[src/rtl/display_pkg.sv]
// Shared constants and types for the seven-segment scan controller:
// segment ROM, blank code, digit enable patterns and the scan state enum.
package display_pkg;

    // All segments off (active-low drive)
    localparam logic [6:0] SEG_BLANK = 7'h7F;

    // Active-low a..g patterns for BCD digits 0..9, seg[6]=a ... seg[0]=g
    localparam logic [0:9][6:0] SEG_ROM = {
        7'b0000001, 7'b1001111, 7'b0010010, 7'b0000110, 7'b1001100,
        7'b0100100, 7'b0100000, 7'b0001111, 7'b0000000, 7'b0000100
    };

    // Active-low digit enables: bit2=centena, bit1=decena, bit0=unidad
    localparam logic [2:0] EN_CEN = 3'b011;
    localparam logic [2:0] EN_DEC = 3'b101;
    localparam logic [2:0] EN_UNI = 3'b110;
    localparam logic [2:0] EN_OFF = 3'b111;

    typedef enum logic {
        BLANK = 1'b0,
        SHOW  = 1'b1
    } scan_state_t;

    // Enable pattern for a digit index (0=centena, 1=decena, 2=unidad)
    function automatic logic [2:0] digit_enable(input logic [1:0] idx);
        case (idx)
            2'd0:    return EN_CEN;
            2'd1:    return EN_DEC;
            2'd2:    return EN_UNI;
            default: return EN_OFF;
        endcase
    endfunction

endpackage

[src/rtl/bcd_seg_decode.sv]
// Combinational BCD to active-low seven-segment decode; codes 10..15 blank.
module bcd_seg_decode
    import display_pkg::*;
(
    input  logic [3:0] bcd,
    output logic [6:0] seg
);

    // Look up the ROM for valid digits, blank everything else
    always_comb begin
        seg = SEG_BLANK;
        if (bcd <= 4'd9) begin
            seg = SEG_ROM[bcd];
        end
    end

endmodule

[src/rtl/display_scan_ctrl.sv]
// Three-digit common-anode display scanner: per-digit slot of DIV cycles,
// BLANK_CYCLES of dead time followed by SHOW_CYCLES of digit drive.
// The three digits are captured once per frame so a frame is never torn.
// Optional leading-zero blanking is enabled by defining DISPLAY_SCAN_LZB_EN.
module display_scan_ctrl
    import display_pkg::*;
#(
    parameter int CLK_HZ       = 50_000_000,
    parameter int SCAN_HZ      = 500,
    parameter int BLANK_CYCLES = 64
) (
    input  logic       clock,
    input  logic       reset,
    input  logic [3:0] centena,
    input  logic [3:0] decena,
    input  logic [3:0] unidad,
    output logic [6:0] seg,
    output logic [2:0] SevenSegmentEnable,
    output logic       dot
);

    localparam int DIV         = CLK_HZ / SCAN_HZ;
    localparam int SHOW_CYCLES = DIV - BLANK_CYCLES;
    localparam int CNT_W       = (DIV > 1) ? $clog2(DIV) : 1;

    localparam logic [CNT_W-1:0] BLANK_LAST = CNT_W'(BLANK_CYCLES - 1);
    localparam logic [CNT_W-1:0] SHOW_LAST  = CNT_W'(SHOW_CYCLES - 1);

    scan_state_t      state, state_next;
    logic [CNT_W-1:0] cnt, cnt_next;
    logic [1:0]       idx, idx_next;
    logic [11:0]      capture, capture_next;
    logic [3:0]       show_digit;
    logic [6:0]       decoded;
    logic             digit_blanked;
    logic [6:0]       seg_next;
    logic [2:0]       en_next;

    assign dot = 1'b1;

    // Slot sequencing: count through BLANK then SHOW, advancing the digit after SHOW
    always_comb begin
        state_next = state;
        cnt_next   = cnt + CNT_W'(1);
        idx_next   = idx;
        case (state)
            BLANK: begin
                if (cnt == BLANK_LAST) begin
                    state_next = SHOW;
                    cnt_next   = '0;
                end
            end
            SHOW: begin
                if (cnt == SHOW_LAST) begin
                    state_next = BLANK;
                    cnt_next   = '0;
                    idx_next   = (idx == 2'd2) ? 2'd0 : idx + 2'd1;
                end
            end
            default: begin
                state_next = BLANK;
                cnt_next   = '0;
                idx_next   = 2'd0;
            end
        endcase
    end

    // Track inputs only during the centena dead time so the frame stays consistent
    always_comb begin
        capture_next = capture;
        if (state == BLANK && idx == 2'd0) begin
            capture_next = {centena, decena, unidad};
        end
    end

    // Select the digit that will be shown after the coming edge
    always_comb begin
        case (idx_next)
            2'd0:    show_digit = capture_next[11:8];
            2'd1:    show_digit = capture_next[7:4];
            default: show_digit = capture_next[3:0];
        endcase
    end

    bcd_seg_decode u_decode (
        .bcd (show_digit),
        .seg (decoded)
    );

    // Decide whether the upcoming digit is suppressed as a leading zero
    always_comb begin
`ifdef DISPLAY_SCAN_LZB_EN
        digit_blanked = ((idx_next == 2'd0) && (capture_next[11:8] == 4'd0)) ||
                        ((idx_next == 2'd1) && (capture_next[11:4] == 8'd0));
`else
        digit_blanked = 1'b0;
`endif
    end

    // Output values that accompany the next state, so they switch on the same edge
    always_comb begin
        seg_next = SEG_BLANK;
        en_next  = EN_OFF;
        if (state_next == SHOW && !digit_blanked) begin
            seg_next = decoded;
            en_next  = digit_enable(idx_next);
        end
    end

    // State, counters, capture and registered display outputs
    always_ff @(posedge clock) begin
        if (reset) begin
            state              <= BLANK;
            cnt                <= '0;
            idx                <= 2'd0;
            capture            <= '0;
            seg                <= SEG_BLANK;
            SevenSegmentEnable <= EN_OFF;
        end else begin
            state              <= state_next;
            cnt                <= cnt_next;
            idx                <= idx_next;
            capture            <= capture_next;
            seg                <= seg_next;
            SevenSegmentEnable <= en_next;
        end
    end

endmodule

[config.mk]
export PLATFORM = sky130hd
export DESIGN_NAME = display_scan_ctrl
export DESIGN_NICKNAME = d
export VERILOG_FILES = /design/src/rtl/display_pkg.sv /design/src/rtl/bcd_seg_decode.sv /design/src/rtl/display_scan_ctrl.sv
export SDC_FILE = /design/constraint.sdc
export NUM_CORES = 1
export LEC_CHECK = 0
export BUFFER_PORTS_ARGS = -buffer_cell sky130_fd_sc_hd__buf_2
export CORE_MARGIN = 1
export CORE_UTILIZATION = 45
export CTS_BUF_LIST = sky130_fd_sc_hd__clkbuf_4 sky130_fd_sc_hd__clkbuf_8 sky130_fd_sc_hd__clkbuf_16
export CTS_CLUSTER_SIZE = 14
export DETAILED_ROUTE_END_ITERATION = 8
export PLACE_DENSITY_LB_ADDON = 0.05
export SYNTH_ARGS = -nofsm -noshare
export SYNTH_HDL_FRONTEND = slang
export SYNTH_SLANG_ARGS = --single-unit
[constraint.sdc]
create_clock -name clock -period 4 [get_ports clock]
set_clock_uncertainty 0.15 [all_clocks]
set_input_delay 0.6 -clock clock [delete_from_list [all_inputs] [get_ports clock]]
set_output_delay 0.6 -clock clock [all_outputs]
set_load 0.05 [all_outputs]
=== After elaboration in Yosys (flattened, before gate mapping) ===
Memories as Yosys holds them, arrays and structs flattened. A register that Yosys moved wholly into a read port is not among the register bits.
Cells that the tools add are included.

* Register bits after elaboration: 35
* Bits in read-only memories: 112
* Output and inout bits: 11
* Memories kept: 1

* $add $sub $neg: 2
* Order comparisons: 1
* Eq/ne operators: 5
* Mux-type cells: 12
* Bitwise operators: 4
* Reduce and logical (&&, ||, !) cells: 5

{| class="wikitable"
|+ Memories
! name !! words !! bits a word !! read ports !! clocked after memory_dff !! write ports !! RTL line !! RTL
|-
| (no name shown) || 16 || 7 || 1 || 1 || 0 || bcd_seg_decode.sv:13 || <nowiki>seg = SEG_ROM[bcd];</nowiki>
|}

{| class="wikitable"
|+ Operators with widths
! cell !! number
|-
| $mux W17 || 2
|-
| $pmux W17 S2 || 1
|-
| $add A17 B1 Y17 const B || 1
|-
| $eq A17 B17 Y1 const B || 1
|-
| $eq A17 B6 Y1 const B || 1
|-
| $mux W12 || 1
|-
| $pmux W3 S3 || 1
|-
| $pmux W4 S2 || 1
|-
| $mux W2 || 3
|-
| $not A4 Y5 || 1
|-
| $eq A2 B2 Y1 const B || 2
|-
| $le A4 B4 Y1 const B || 1
|-
| $logic_not A2 Y1 || 2
|-
| $not A1 Y1 || 3
|-
| $reduce_or A3 Y1 || 1
|-
| $add A2 B1 Y2 const B || 1
|-
| $eq A2 B1 Y1 const B || 1
|-
| $mux W1 || 2
|-
| $pmux W1 S2 || 1
|-
| $reduce_or A2 Y1 || 1
|-
| $logic_and A1 B1 Y1 || 1
|}

=== Depth between registers and ports, before layout ===
* Depth after elaboration: 9
* Depth in mapped cells: 12
* Gate-level depth less buffers: 12

=== Cells and area by module ===
A second synthesis with hierarchy kept.

* Cells, all modules: 243
* Area total of the unflattened synthesis: 2,122.0 sq um

{| class="wikitable"
|+ Modules (own cells, without submodules)
! module !! times used !! cells each !! area each (sq um) !! sequential area each (sq um)
|-
| display_scan_ctrl || 1 || 213 || 1,914.3 || 840.8
|-
| bcd_seg_decode || 1 || 30 || 207.7 || 0.0
|}

=== Worst setup path before layout ===
Ideal clock, no wire load.

* Path type: reg-to-reg
* Start: register cnt[0]
* End: register seg[4]
* Data arrival time: 2,813 ps
* Slack: 978 ps
* Stages on the path, launching flop included: 13
* Path buffers: 0
* Clock period less this slack: 3,022 ps
* Path through: dfxtp_1 ha_1 nand4b_1 or3_4 or2_4 a311o_1 a211oi_2 inv_2 ha_1 nor2_1 nor2_1 mux2_2 nand2_1

* Cells in the longest elaborated chain, start to end: 8
* Elaborated cells on any way between the ends: 15

{| class="wikitable"
|+ Ends and longest elaborated chain
! what !! RTL line !! RTL
|-
| start: declaration || display_scan_ctrl.sv:30 || <nowiki>logic [CNT_W-1:0] cnt, cnt_next;</nowiki>
|-
| start signal: assignment || display_scan_ctrl.sv:121 || <nowiki>cnt <= cnt_next;</nowiki>
|-
| $eq A17 B17 Y1 || display_scan_ctrl.sv:54 || <nowiki>if (cnt == SHOW_LAST) begin</nowiki>
|-
| $mux W2 || display_scan_ctrl.sv:54 ||
|-
| $mux W2 || display_scan_ctrl.sv:46 || <nowiki>case (state)</nowiki>
|-
| $eq A2 B1 Y1 / $logic_not A2 Y1 (equally long branches) || display_scan_ctrl.sv:78 || <nowiki>case (idx_next)</nowiki>
|-
| $pmux W4 S2 || display_scan_ctrl.sv:78 ||
|-
| $le A4 B4 Y1 || bcd_seg_decode.sv:12 || <nowiki>if (bcd <= 4'd9) begin</nowiki>
|-
| $not A1 Y1 (no line) || - ||
|-
| $reduce_or A3 Y1 (no line) || - ||
|-
| end: declaration || display_scan_ctrl.sv:17 || <nowiki>output logic [6:0] seg,</nowiki>
|}

Several ways; a longest one is shown, not always the timed one.
A chain may end at the register's enable or synchronous reset.

=== Final worst setup path ===
Same ends and word-level chain as after synthesis.

==> out/metrics.yaml <==
outcome: "complete, no violations"
finalWirelength_mm: 3.96
r2r_start: "cnt[0]"
total_power_mw: 0.773
syn_area_um2: 2070
grt_overflow: 0
p_int_mw: 0.587
globalplace.congestion: 0.827
drt-initial-drc-count: 75
setup_viol: 0
layout_commonest_cell: "dfxtp_1"
core_area_um2: 4380
synth_edf_count: 0
cp_max_fo: 5
synthXorXnorAreaFrac: 0.0636
drc: 0
viasPerCell: 5.12
synth.area.mux_share: 0.0600
cts_buffers: 5
yosys.cell_types.count: 49
die_h_um: 69.8
arrival_ns: 3.35
synthFlopType: "dfxtp_1"
place_hpwl_mm: 2.85
rsz0062_at_grt: "no"
htreeDepth: 2
cp-start-kind: "flip-flop"
diodes: 0
max-cap-violations: 0
fin_ws_ns: 0.748
crit_type: "flip-flop to flip-flop"
p_clk_frac: 0.374
dr.pass1.iters: 4
clock-sinks: 42
final_cell_mix: "dfxtp_1 (42), nor2_1 (38), nand2_1 (37)"
io-pin-count: 25
insertion_delay_ns: 0.30
leakagePower_nw: 0.875
p_seq_frac: 0.562
synth_adder_area_share: 0.0363
grt_util_met1: 0.247
stdcell_area_um2: 2310
grt_pass1_wl_mm: 6.90
syn_nets: 263
antenna_left: 0
numPortBuffers: 23
drive_gt1_frac: 0.180
clockBufferDepth: 2
use_met3: 0.0480
peakVddDrop_mv: 0.190
post-synth-top-area-cell: "dfxtp_1"
grt_use_total: 0.180
postCtsHoldBufs: 0
grt_pass1_vias: 1512
pre_cts_ws_ns: 0.756
worst_pin_slew_ns: 0.827
syn2layout_area_growth_pct: 11.9
synth-seq-cells: 42
final_max_slew_viol_count: 0
postPlaceCellArea_um2: 2220
grt_max_degree: 18
antenna_found_initial: 0
p_comb_frac: 0.064
via_count: 1632
synthTopCellsByArea: "dfxtp_1 (41%), nor2_1 (6.9%), nand2_1 (6.7%), a21oi_1 (4.6%), mux2i_1 (4.4%)"
p_sw_mw: 0.186
post_cts_buffers: 0
num_rows: 24
synth_top_family_by_area: "simple AND/OR/NAND/NOR gates"
finalCriticalPeriod_ns: 3.25
hold_viol: 0
wl_per_cell_um: 12.4
async_reset_ff_frac: 0
hp-start: "cnt[0]"
tns_ns: 0
slowest_delay_ns: 0.45
cts_tree: "built"
path_clk_slew_ns: 0.08
die_w_um: 69.8
die_area_um2: 4870
utilization: 0.527
power_density_nw_per_um2: 334
crit_chain: "ha_1, nand4b_1, or3_4, or2_4, a311o_1, a211oi_2, inv_2, ha_1, nor2_1, nor2_1, mux2_2, nand2_1"
netlist_instances: 243
synth.avg_cell_area_um2: 8.50
setup.worst_path.start: "cnt[0]"
end_kind: "flip-flop"
fmax_ghz: 0.307
cts-root-buf: "clkbuf_8"
yosys_warnings: 0
hp-class: "flip-flop to flip-flop"
cts.repair.resized: 0
synth-compound-area-share: 0.121
switching_share: 0.241
initial_core_util: 0.471
use_met2: 0.269
fin_nets: 286
slowest_stage: "or3_4"
critPathRequiredTime_ns: 4.10
yosysSeqAreaShare: 0.407
max_slew_margin: 0.448
finalCritPeriodShare: 0.813
synth_top_area_share: 0.407
top_usage_layer: "met2"
synth-simple-area-share: 0.269
[cell usage after synthesis (2+ instances only)]
library cell	number
o21ai_1	5
a211oi_2	2
a21oi_1	19
xor2_1	9
nand4_1	4
nor4_1	2
o311ai_1	2
nor2_1	38
nand2_1	37
nor2b_1	2
xnor2_1	6
o22ai_1	2
ha_1	6
nand2b_1	2
mux2i_1	9
buf_2	3
o21ai_0	3
nand3_1	5
clkbuf_1	5
dfxtp_1	42
nor4_4	2
inv_1	7
nor3_1	2
inv_2	2
or3_1	3
[cells by family after synthesis]
family,Yosys count
AO/OA/AOI/OAI,40
XOR/XNOR,15
adder cells (fa/ha/maj),6
buffers and inverters,19
flip-flops,42
multiplexers,11
other,1
AND/OR/NAND/NOR,109
[registers in the layout, indices dropped and copies added (netlist names)]
name / cells
seg: 7
cnt: 17
idx: 2
SevenSegmentEnable: 3
capture: 12
state: 1
[path summary, 6_finish.rpt]
check,endpoint,slack (ns),cells past startpoint
worst max-delay path,seg[4],0.75,12
worst min-delay path,cnt[0],0.33,1
worst max register to register,seg[4],0.75,12
worst min register to register,cnt[0],0.33,1
[power by group through the flow]
stage          combinational (mW)  sequential (mW)  clock [mW]
6_report                   0.0495            0.434       0.289
3_5_place_dp               0.0499            0.444           0
2_1_floorplan              0.0370            0.442           0
4_1_cts                    0.0499            0.434       0.296
5_1_grt                    0.0568            0.436       0.321
3_3_place_gp               0.0493            0.444           0
[per-stage QoR]
step | instances | hold slack [ns]
CTS | 319 | 0.326
global route | 319 | 0.352
detailed placement | 311 | 0.307
global placement | 311 | 0.297
finish | 319 | 0.325
floorplan | 243 | 0.280
[critical path, delay by kind of cell, from the launching register on]
kind            cells  cell delay, ns
flops               1            0.38
fa+ha+maj           2            0.46
compound gates      2            0.63
mux                 1            0.26
simple gates        6            1.23
buf+inv             1            0.10
[routing by layer]
layer	vias to the layer above	wire length [um]
met5	-	0
met4	0	64
met3	6	136
met2	30	1660
met1	723	2100
li1	873	-
[final cells by class]
class / count / area (um^2)
clock buffers: 6 / 82.6
clock inverters: 2 / 12.5
fillers: 436 / 2070
inverters: 9 / 33.8
multi-input cells: 182 / 1140
flip-flops and latches: 42 / 841
well taps: 52 / 65.1
repair buffers: 26 / 138
(Power assumes the default switching activity.)
